**src/rtl/sdram_frame_sequencer.sv**
```systemverilog
// Ping-pong frame sequencer between the pixel FIFO and the SDRAM controller:
// writes the incoming frame into one bank while reading the previous one back in bursts.
module sdram_frame_sequencer #(
    parameter int FrameWidth   = 640,
    parameter int FrameHeight  = 480,
    parameter int AddressWidth = 24,
    parameter int BurstLen     = 8
) (
    input  logic                    CLK,
    input  logic                    RST,
    input  logic                    i_vsync,
    input  logic                    i_fifo_empty,
    output logic                    o_fifo_rd_en,
    input  logic                    i_sdram_busy,
    output logic                    o_enable,
    output logic                    o_rw,
    output logic [AddressWidth-1:0] o_addr,
    output logic                    o_frame_start,
    output logic [1:0]              o_error
);

    localparam int NPix = FrameWidth * FrameHeight;
    localparam int IdxW = $clog2(NPix + 1);
    localparam int PixW = AddressWidth - 2;
    localparam logic [IdxW-1:0] NIdx     = IdxW'(NPix);
    localparam logic [IdxW-1:0] BurstIdx = IdxW'(BurstLen);
    localparam logic [IdxW-1:0] OneIdx   = IdxW'(1);

    typedef enum logic [2:0] {
        SYNC   = 3'd0,
        ARB    = 3'd1,
        WR_CMD = 3'd2,
        RD_CMD = 3'd3,
        WAIT   = 3'd4
    } state_t;

    // Bank is {1'b0, buffer select}; pixel index is zero-extended into the row/col field.
    function automatic logic [AddressWidth-1:0] make_addr(input logic bank_sel,
                                                          input logic [IdxW-1:0] idx);
        make_addr = {1'b0, bank_sel, {(PixW-IdxW){1'b0}}, idx};
    endfunction

    state_t                  state_r, state_s;
    logic                    vsync_meta_r, vsync_sync_r, vsync_prev_r;
    logic                    vsync_edge_s;
    logic                    wbuf_r, wbuf_s;
    logic [IdxW-1:0]         wr_idx_r, wr_idx_s;
    logic [IdxW-1:0]         rd_idx_r, rd_idx_s, rd_idx_inc_s;
    logic                    rd_active_r, rd_active_s;
    logic                    swap_pend_r, swap_pend_s, swap_req_s;
    logic [1:0]              error_r, error_s;
    logic                    frame_start_r, frame_start_s;
    logic                    enable_r, enable_s;
    logic                    rw_r, rw_s;
    logic [AddressWidth-1:0] addr_r, addr_s;
    logic                    fifo_rd_en_s;

    assign vsync_edge_s = vsync_sync_r & ~vsync_prev_r;
    assign swap_req_s   = vsync_edge_s | swap_pend_r;
    assign rd_idx_inc_s = rd_idx_r + BurstIdx;

    // Two-flop synchroniser for VSYNC plus a delayed copy for edge detection.
    always_ff @(posedge CLK or negedge RST) begin
        if (!RST) begin
            vsync_meta_r <= 1'b0;
            vsync_sync_r <= 1'b0;
            vsync_prev_r <= 1'b0;
        end else begin
            vsync_meta_r <= i_vsync;
            vsync_sync_r <= vsync_meta_r;
            vsync_prev_r <= vsync_sync_r;
        end
    end

    // Next-state, counter, swap and command-output decode.
    always_comb begin
        state_s       = state_r;
        wbuf_s        = wbuf_r;
        wr_idx_s      = wr_idx_r;
        rd_idx_s      = rd_idx_r;
        rd_active_s   = rd_active_r;
        error_s       = error_r;
        frame_start_s = 1'b0;
        fifo_rd_en_s  = 1'b0;
        enable_s      = 1'b0;
        rw_s          = rw_r;
        addr_s        = addr_r;

        // An edge seen outside ARB is held until the next arbitration slot.
        if (vsync_edge_s && (state_r != ARB) && (state_r != SYNC)) begin
            swap_pend_s = 1'b1;
        end else begin
            swap_pend_s = swap_pend_r;
        end

        case (state_r)
            SYNC: begin
                if (vsync_edge_s) begin
                    wr_idx_s = '0;
                    wbuf_s   = 1'b0;
                    state_s  = ARB;
                end else begin
                    state_s  = SYNC;
                end
            end
            ARB: begin
                if (swap_req_s) begin
                    swap_pend_s = 1'b0;
                    wr_idx_s    = '0;
                    if (wr_idx_r < NIdx) begin
                        error_s[0] = 1'b1;
                    end else begin
                        if (rd_active_r) begin
                            error_s[1] = 1'b1;
                        end else begin
                            error_s[1] = error_r[1];
                        end
                        wbuf_s        = ~wbuf_r;
                        rd_idx_s      = '0;
                        rd_active_s   = 1'b1;
                        frame_start_s = 1'b1;
                    end
                end else if (!i_fifo_empty && (wr_idx_r < NIdx)) begin
                    state_s = WR_CMD;
                end else if (!i_fifo_empty) begin
                    fifo_rd_en_s = 1'b1;
                end else if (rd_active_r && (rd_idx_r < NIdx)) begin
                    state_s = RD_CMD;
                end else begin
                    state_s = ARB;
                end
            end
            WR_CMD: begin
                if (!i_sdram_busy) begin
                    fifo_rd_en_s = 1'b1;
                    wr_idx_s     = wr_idx_r + OneIdx;
                    state_s      = WAIT;
                end else begin
                    state_s      = WR_CMD;
                end
            end
            RD_CMD: begin
                if (!i_sdram_busy) begin
                    rd_idx_s = rd_idx_inc_s;
                    if (rd_idx_inc_s >= NIdx) begin
                        rd_active_s = 1'b0;
                    end else begin
                        rd_active_s = 1'b1;
                    end
                    state_s = WAIT;
                end else begin
                    state_s = RD_CMD;
                end
            end
            WAIT: begin
                state_s = ARB;
            end
            default: begin
                state_s = SYNC;
            end
        endcase

        // Command outputs are registered from the next state so they hold until accepted.
        if (state_s == WR_CMD) begin
            enable_s = 1'b1;
            rw_s     = 1'b0;
            addr_s   = make_addr(wbuf_s, wr_idx_s);
        end else if (state_s == RD_CMD) begin
            enable_s = 1'b1;
            rw_s     = 1'b1;
            addr_s   = make_addr(~wbuf_s, rd_idx_s);
        end else begin
            enable_s = 1'b0;
        end
    end

    // State and output registers.
    always_ff @(posedge CLK or negedge RST) begin
        if (!RST) begin
            state_r       <= SYNC;
            wbuf_r        <= 1'b0;
            wr_idx_r      <= '0;
            rd_idx_r      <= '0;
            rd_active_r   <= 1'b0;
            swap_pend_r   <= 1'b0;
            error_r       <= 2'b00;
            frame_start_r <= 1'b0;
            enable_r      <= 1'b0;
            rw_r          <= 1'b0;
            addr_r        <= '0;
        end else begin
            state_r       <= state_s;
            wbuf_r        <= wbuf_s;
            wr_idx_r      <= wr_idx_s;
            rd_idx_r      <= rd_idx_s;
            rd_active_r   <= rd_active_s;
            swap_pend_r   <= swap_pend_s;
            error_r       <= error_s;
            frame_start_r <= frame_start_s;
            enable_r      <= enable_s;
            rw_r          <= rw_s;
            addr_r        <= addr_s;
        end
    end

    assign o_fifo_rd_en  = fifo_rd_en_s;
    assign o_enable      = enable_r;
    assign o_rw          = rw_r;
    assign o_addr        = addr_r;
    assign o_frame_start = frame_start_r;
    assign o_error       = error_r;

endmodule

```
**config.mk**
```make
export PLATFORM = sky130hd
export DESIGN_NAME = sdram_frame_sequencer
export DESIGN_NICKNAME = d
export VERILOG_FILES = /design/src/rtl/sdram_frame_sequencer.sv
export SDC_FILE = /design/constraint.sdc
export NUM_CORES = 1
export LEC_CHECK = 0
export CORE_MARGIN = 1
export CORE_UTILIZATION = 50
export DETAILED_ROUTE_END_ITERATION = 8
export PLACE_DENSITY = 0.74
export SYNTH_ARGS = -nofsm -noshare
export SYNTH_HDL_FRONTEND = slang
export SYNTH_SLANG_ARGS = --single-unit
```
**constraint.sdc**
```tcl
create_clock -name CLK -period 2 [get_ports CLK]
set_clock_uncertainty 0.1 [all_clocks]
set_input_delay 0.4 -clock CLK [delete_from_list [all_inputs] [get_ports CLK]]
set_output_delay 0.4 -clock CLK [all_outputs]
set_load 0.01 [all_outputs]
```
# After elaboration in Yosys (flattened, before gate mapping)
# Cells that the tools add are included.
# op_classes
addsub	2
magnitude_cmp	3
n_eq_ne	10
mux	42
n_bitwise	6
reduce_logical	12
# ops
operator	count
$mux W19	6
$pmux W19 S3	1
$mux W24	2
$lt A19 B19 Y1 const B	2
$pmux W19 S2	1
$mux W1	22
$add A19 B1 Y19 const B	1
$add A19 B4 Y19 const B	1
$ge A19 B19 Y1 const B	1
$mux W3	5
$pmux W3 S5	1
$eq A3 B2 Y1 const B	4
$reduce_and A4 Y1	2
$ne A2 B2 Y1 const B	3
$pmux W1 S2	3
$logic_and A1 B1 Y1	4
$not A1 Y1	4
$reduce_bool A2 Y1	2
$eq A3 B1 Y1 const B	1
$eq A3 B3 Y1 const B	1
$logic_not A3 Y1	1
$ne A3 B1 Y1 const B	1
$reduce_and A3 Y1	1
$reduce_bool A3 Y1	1
4 further kinds	4
# totals
regBits	76
input_bits	5
output_inout_bits	30

# Depth between registers and ports, before layout
# logic_depth
depth_word	10
depth_mapped	9
ltp_nobuf	7

# Worst setup path before layout
# No wires, ideal clock.
# synth_timing
path_kind	reg-to-reg
startpoint	register wr_idx_r[14]
endpoint	register addr_r[15], in the netlist o_addr[15]
setup_time_ns	0.123
t_arrival_ns	1.950
t_required_ns	1.777
slack_ns	-0.173
stages_incl_launch_ff	8
path_buffers	0
period_less_slack_ns	2.173
path_cell_list	dfrtp_1 a211oi_2 a21oi_2 or4_4 a21oi_4 inv_2 or3_1 o221a_2
# synth_between
elab_chain_len	7
elab_cells_between_ends	16
classes_between	add/sub (1); order compare (1); eq/ne (2); mux (10); reduce/logical (2)
# synth_lines
element	line_no	rtl
from (decl)	47	logic [IdxW-1:0] wr_idx_r, wr_idx_s;
from (signal assigned)	194	wr_idx_r <= wr_idx_s;
$lt A19 B19 Y1	110, 123	
$logic_and A1 B1 Y1	123	end else if (!i_fifo_empty && (wr_idx_r < NIdx)) begin
$mux W3	123	
$mux W3	107	if (swap_req_s) begin
$pmux W3 S5	96	case (state_r)
$eq A3 B2 Y1 (on tied branches)	164, 168	
$mux W24 or $reduce_bool A2 Y1 (tied branches)	n/a	
to (signal assigned)	202	addr_r <= addr_s;
to (decl)	55	logic [AddressWidth-1:0] addr_r, addr_s;
# Parallel ways exist; a longest one is shown, timed or not. The select of a mux whose other input is x is not followed.
# A chain may end at the register's enable or synchronous reset.

# Worst setup path in the final report
# layout_timing
startpoint	register wr_idx_r[14]
endpoint	register addr_r[4], in the netlist o_addr[4]
# layout_between
elab_chain_len	7
elab_cells_between_ends	13
classes_between	order compare (1); eq/ne (2); mux (8); reduce/logical (2)
# layout_lines
element	line_no
$lt A19 B19 Y1 *	110, 123
$logic_and A1 B1 Y1	123
$mux W3	123
$mux W3	107
$pmux W3 S5	96
$eq A3 B2 Y1 (on tied branches)	164, 168
$mux W24 or $reduce_bool A2 Y1 (tied branches)	n/a
# Every way passes the cells marked *; elsewhere a longest branch is shown, timed or not. The select of a mux whose other input is x is not followed.

==> qor_table.md <==
| Result | Reported | Unit |
| --- | --- | --- |
| Result of the run | finished with violations | - |
| Failing checks | negative setup slack | - |
| Max capacitance violation total | 0 | - |
| XOR/XNOR share of the synthesized area | 0.002238 | - |
| IR drop worst, VDD | 0.0007250 | V |
| Worst reg-to-reg setup slack | -0.30 | ns |
| Netlist Area Pre-Place | 3914 | um^2 |
| Routed length on met1 | 5132 | um |
| Category of the worst setup path launch point | flip-flop | - |
| Post-route total power | 7.132 | mW |
| Cell area power density | 1257 | nW/um^2 |
| Hold-critical path depth | 0 | - |
| Synthesized area divided by synthesized cell count | 9.408 | um^2 |
| Number of synthesized flops with an enable pin | 0 | - |
| Fin. max-slew vios | 0 | - |
| Top post-synthesis cells by count | sky130_fd_sc_hd__dfrtp_1, sky130_fd_sc_hd__nand2_1, sky130_fd_sc_hd__o21ai_0 | - |
| Number of global-route vias before repair | 3793 | - |
| Layout Cells excl Fill | 660 | - |
| Pin count of the biggest net entering global routing | 47 | - |
| Cell with the most instances after synthesis | sky130_fd_sc_hd__dfrtp_1 | - |
| Number of placed cells counting well taps | 632 | - |
| Final HPWL from detailed placement | 8616 | um |
| Highest signal layer in the routed design | met4 | - |
| Slowest Stage Delay on Critical Path | 0.43 | ns |
| Ant. Diodes | 0 | - |
| Setup repair after global routing missed its margin | true | - |
| Cell Rows | 31 | - |
| Drt via density | 5.932 | - |
| Fraction of final layout cells sized beyond drive strength 1 | 0.3654 | - |
| Count of unresolved DRC violations after routing | 0 | - |
| Gp weighted congestion | 0.9285 | - |
| Number of setup violations in the final report | 24 | - |
| Share of the synthesized area in compound gates (AO/OA/AOI/OAI) | 0.1973 | - |
| Tightest Hold Check Type | flip-flop to flip-flop | - |
| Number of port buffers | 30 | - |
| Worst Path Arrival | 2.44 | ns |
| Synthesis-to-finish area growth | 44.95 | % |
| Amount of wire on met2 after detailed routing | 6031 | um |
| Worst setup EP type | flip-flop | - |
| Library cell used as clock root buffer | sky130_fd_sc_hd__clkbuf_8 | - |
| Cell type with the largest total area after synthesis | sky130_fd_sc_hd__dfrtp_1 | - |
| Switching power total | 2.842 | mW |
| Proportion of power drawn by flip-flops and latches | 0.292 | - |
| Share of synthesized cell area in and, or, nand and nor gates | 0.2455 | - |
| Share of synthesized area spent on multiplexers | 0.03676 | - |
| Clk buf depth | 2 | - |
| Crit path buf inv count | 2 | - |
| Starting density of the core | 0.5283 | - |
| Worst max-slew margin expressed relative to the limit | 0.5988 | - |
| Final worst slack | -0.3004 | ns |
| Count of yosys warnings during synthesis | 0 | - |
| Post-CTS clock slew at the launch and capture registers of the worst setup and hold paths | 0.08 | ns |
| Detailed-route wire length per cell | 18.61 | um |
| Chip height | 90.48 | um |
| Slowest-stage cell, CP | sky130_fd_sc_hd__or4_4 | - |
| CP Cell Sequence | a211oi_4 -> a21oi_4 -> or4_4 -> a21oi_4 -> buf_12 -> buf_12 -> mux2i_2 -> o21ai_1 | - |
| Number of cells produced by synthesis | 416 | - |
| Maximum fanout count along the critical path | 7 | - |
| Cell class contributing the biggest share of worst-path delay | compound AO/OA/AOI/OAI gates | - |
| Seq/Total Area, Yosys | 0.4604 | - |
| Global-route total usage across every layer | 0.2999 | - |
| Routed met3 length | 716 | um |
| Vias after detailed routing | 3915 | - |
| Layout net count | 564 | - |
| Insertion delay to the later sink of the worst-skew pair | 0.36 | ns |
| Worst hold-check slack | 0.2589 | ns |
| TritonCTS clock tree | yes | - |
| Top_reg_cell synth | sky130_fd_sc_hd__dfrtp_1 | - |
| Post-layout util | 0.7657 | - |
| First-pass DRT Iterations | 5 | - |
| Total clock sinks | 72 | - |
| Internal Pwr Total | 4.290 | mW |
| Async set or reset register ratio after synthesis | 1.000 | - |
| Share of power burned in combinational logic | 0.561 | - |
| Number of top-level pins | 35 | - |
| Dominant combinational cell family by area after synthesis | simple AND/OR/NAND/NOR gates | - |
| Reported leakage power | 2.571 | nW |
| Top-area cell type share of the netlist area | 0.4604 | - |
| Cells taking the most area after synthesis | sky130_fd_sc_hd__dfrtp_1, sky130_fd_sc_hd__nand2_1, sky130_fd_sc_hd__o21ai_0 | - |
| Worst-Margin Slew | 0.5967 | ns |
| Proportion of total power due to net switching | 0.3985 | - |
| Adder-cell share of the synthesized area | 0.009591 | - |
| Total grt overflow | 0 | - |
| Core area | 7408 | um^2 |
| Remaining number of nets flagged by the antenna check after routing | 0 | - |
| Number of distinct library cell variants in the gate-level netlist after synthesis | 65 | - |
| Count of final hold-check violations | 0 | - |
| Logic depth of the worst path, buffers included | 8 | - |
| Depth of the worst register-to-register path | 8 | - |
| Synth Register Bits | 72 | - |
| Fraction of power consumed by the clock network | 0.147 | - |
| Number of antenna violations at the first check in global routing | 0 | - |
| Setup slack after placement | -0.7064 | ns |
| Maximum clock rate | 434.7 | MHz |
| Drt total wl | 12280 | um |
| Data required time at the worst endpoint | 2.14 | ns |
| Global-route wire length before repair | 19130 | um |
| Category of the critical setup timing path | flip-flop to flip-flop | - |
| Total die area | 8186 | um^2 |
| H-tree depth reported by CTS | 3 | - |
| Num CTS Buffers | 9 | - |
| Die boundary width | 90.48 | um |
| Number of DRC violations after detailed-routing iteration 0 | 352 | - |
| Minimum clock period after layout | 2.300 | ns |
| Share of the clock period used by the worst path | 1.150 | - |
kinds of logic (layout without fill, tap and decap cells):
kind of cell | count (synthesis) | in the layout
AO/OA/AOI/OAI | 108 | 108
XOR/XNOR | 1 | 1
adder cells (fa/ha/maj) | 3 | 3
buffers and inverters | 39 | 181
flip-flops | 72 | 72
multiplexers | 14 | 14
other | 1 | 4
AND/OR/NAND/NOR | 178 | 178
worst register-to-register path, delay by kind of cell (launching register included):
family / cells / cell delay, ns
AOI/OAI and AO/OA: 4 / 0.74
and+or+nand+nor: 1 / 0.43
DFF: 1 / 0.41
buffers and inverters: 2 / 0.30
muxes: 1 / 0.21
metal layers:
layer	global-route usage	up-vias
li1	-	1803
met1	0.3936	1930
met2	0.5013	149
met3	0.04209	33
met4	0.1169	0
met5	0	-
per-stage QoR:
step	area, um^2	TNS [ns]
floorplan	3964	-0.7141
finish	5673	-5.392
global route	5673	-6.718
CTS	5489	-5.261
detailed placement	5121	-22.89
global placement	5121	-21.45
power groups by stage:
| stage | logic, mW | clock network, mW | registers (mW) |
|---|---|---|---|
| finish | 4.00 | 1.05 | 2.08 |
| global placement | 3.29 | 0 | 2.07 |
| global route | 4.21 | 1.11 | 2.12 |
| CTS | 3.65 | 1.05 | 2.06 |
| detailed placement | 3.35 | 0 | 2.09 |
| floorplan | 1.56 | 0 | 2.12 |
cells in the final DEF, fill, tap and decap left out, drive strengths merged, types with 5 or more instances in the layout:
cell type / netlist / final
buf: 16 / 123
dfrtp: 72 / 72
nand2: 58 / 58
clkdlybuf4s50: 0 / 27
o21ai: 27 / 27
nor2: 25 / 25
nand4: 15 / 15
a21o: 14 / 14
a21oi: 14 / 14
inv: 12 / 13
o31ai: 13 / 13
mux2i: 11 / 11
nand3: 10 / 10
clkbuf: 10 / 10
or3: 10 / 10
nor4: 10 / 10
nand2b: 8 / 8
and2: 7 / 7
nand4b: 6 / 6
o221a: 6 / 6
nor3: 6 / 6
a211oi: 6 / 6
or4: 5 / 5
a31oi: 5 / 5
final timing paths:
check / startpoint / to
worst min register to register: vsync_meta_r$_DFF_PN0_ / vsync_sync_r$_DFF_PN0_
worst max register to register: wr_idx_r[14]$_DFF_PN0_ / o_addr[4]$_DFFE_PN0P_
max in group asynchronous: RST / wr_idx_r[15]$_DFF_PN0_
worst min-delay path: vsync_meta_r$_DFF_PN0_ / vsync_sync_r$_DFF_PN0_
worst max-delay path: wr_idx_r[14]$_DFF_PN0_ / o_addr[4]$_DFFE_PN0P_
min in group asynchronous: RST / o_enable$_DFF_PN0_
flip-flops by register name, indices dropped and copies added, names as in the netlist:
signal         cells
vsync_prev_r       1
o_error            2
o_frame_start      1
wr_idx_r          19
vsync_sync_r       1
vsync_meta_r       1
wbuf_r             1
rd_idx_r          19
swap_pend_r        1
o_rw               1
rd_active_r        1
state_r            3
o_addr            20
o_enable           1
area by class of cell:
cell class                      count  area, um^2
Multi-Input combinational cell    308        2223
Sequential cell                    72        1807
Fill cell                         467        1735
Clock buffer                       10       127.6
Inverter                           13       51.30
Timing Repair Buffer              152        1295
Tap cell                           99       123.9
Clock inverter                      6       45.04
repair_timing:
item	4_1_cts	5_1_grt
endpoints found under the hold margin	26	0
setup buffers	5	6
pin swaps	13	11
endpoints found under the setup margin	33	39
resized for setup	36	35
hold buffers	1	0
(Power assumes the default switching activity.)
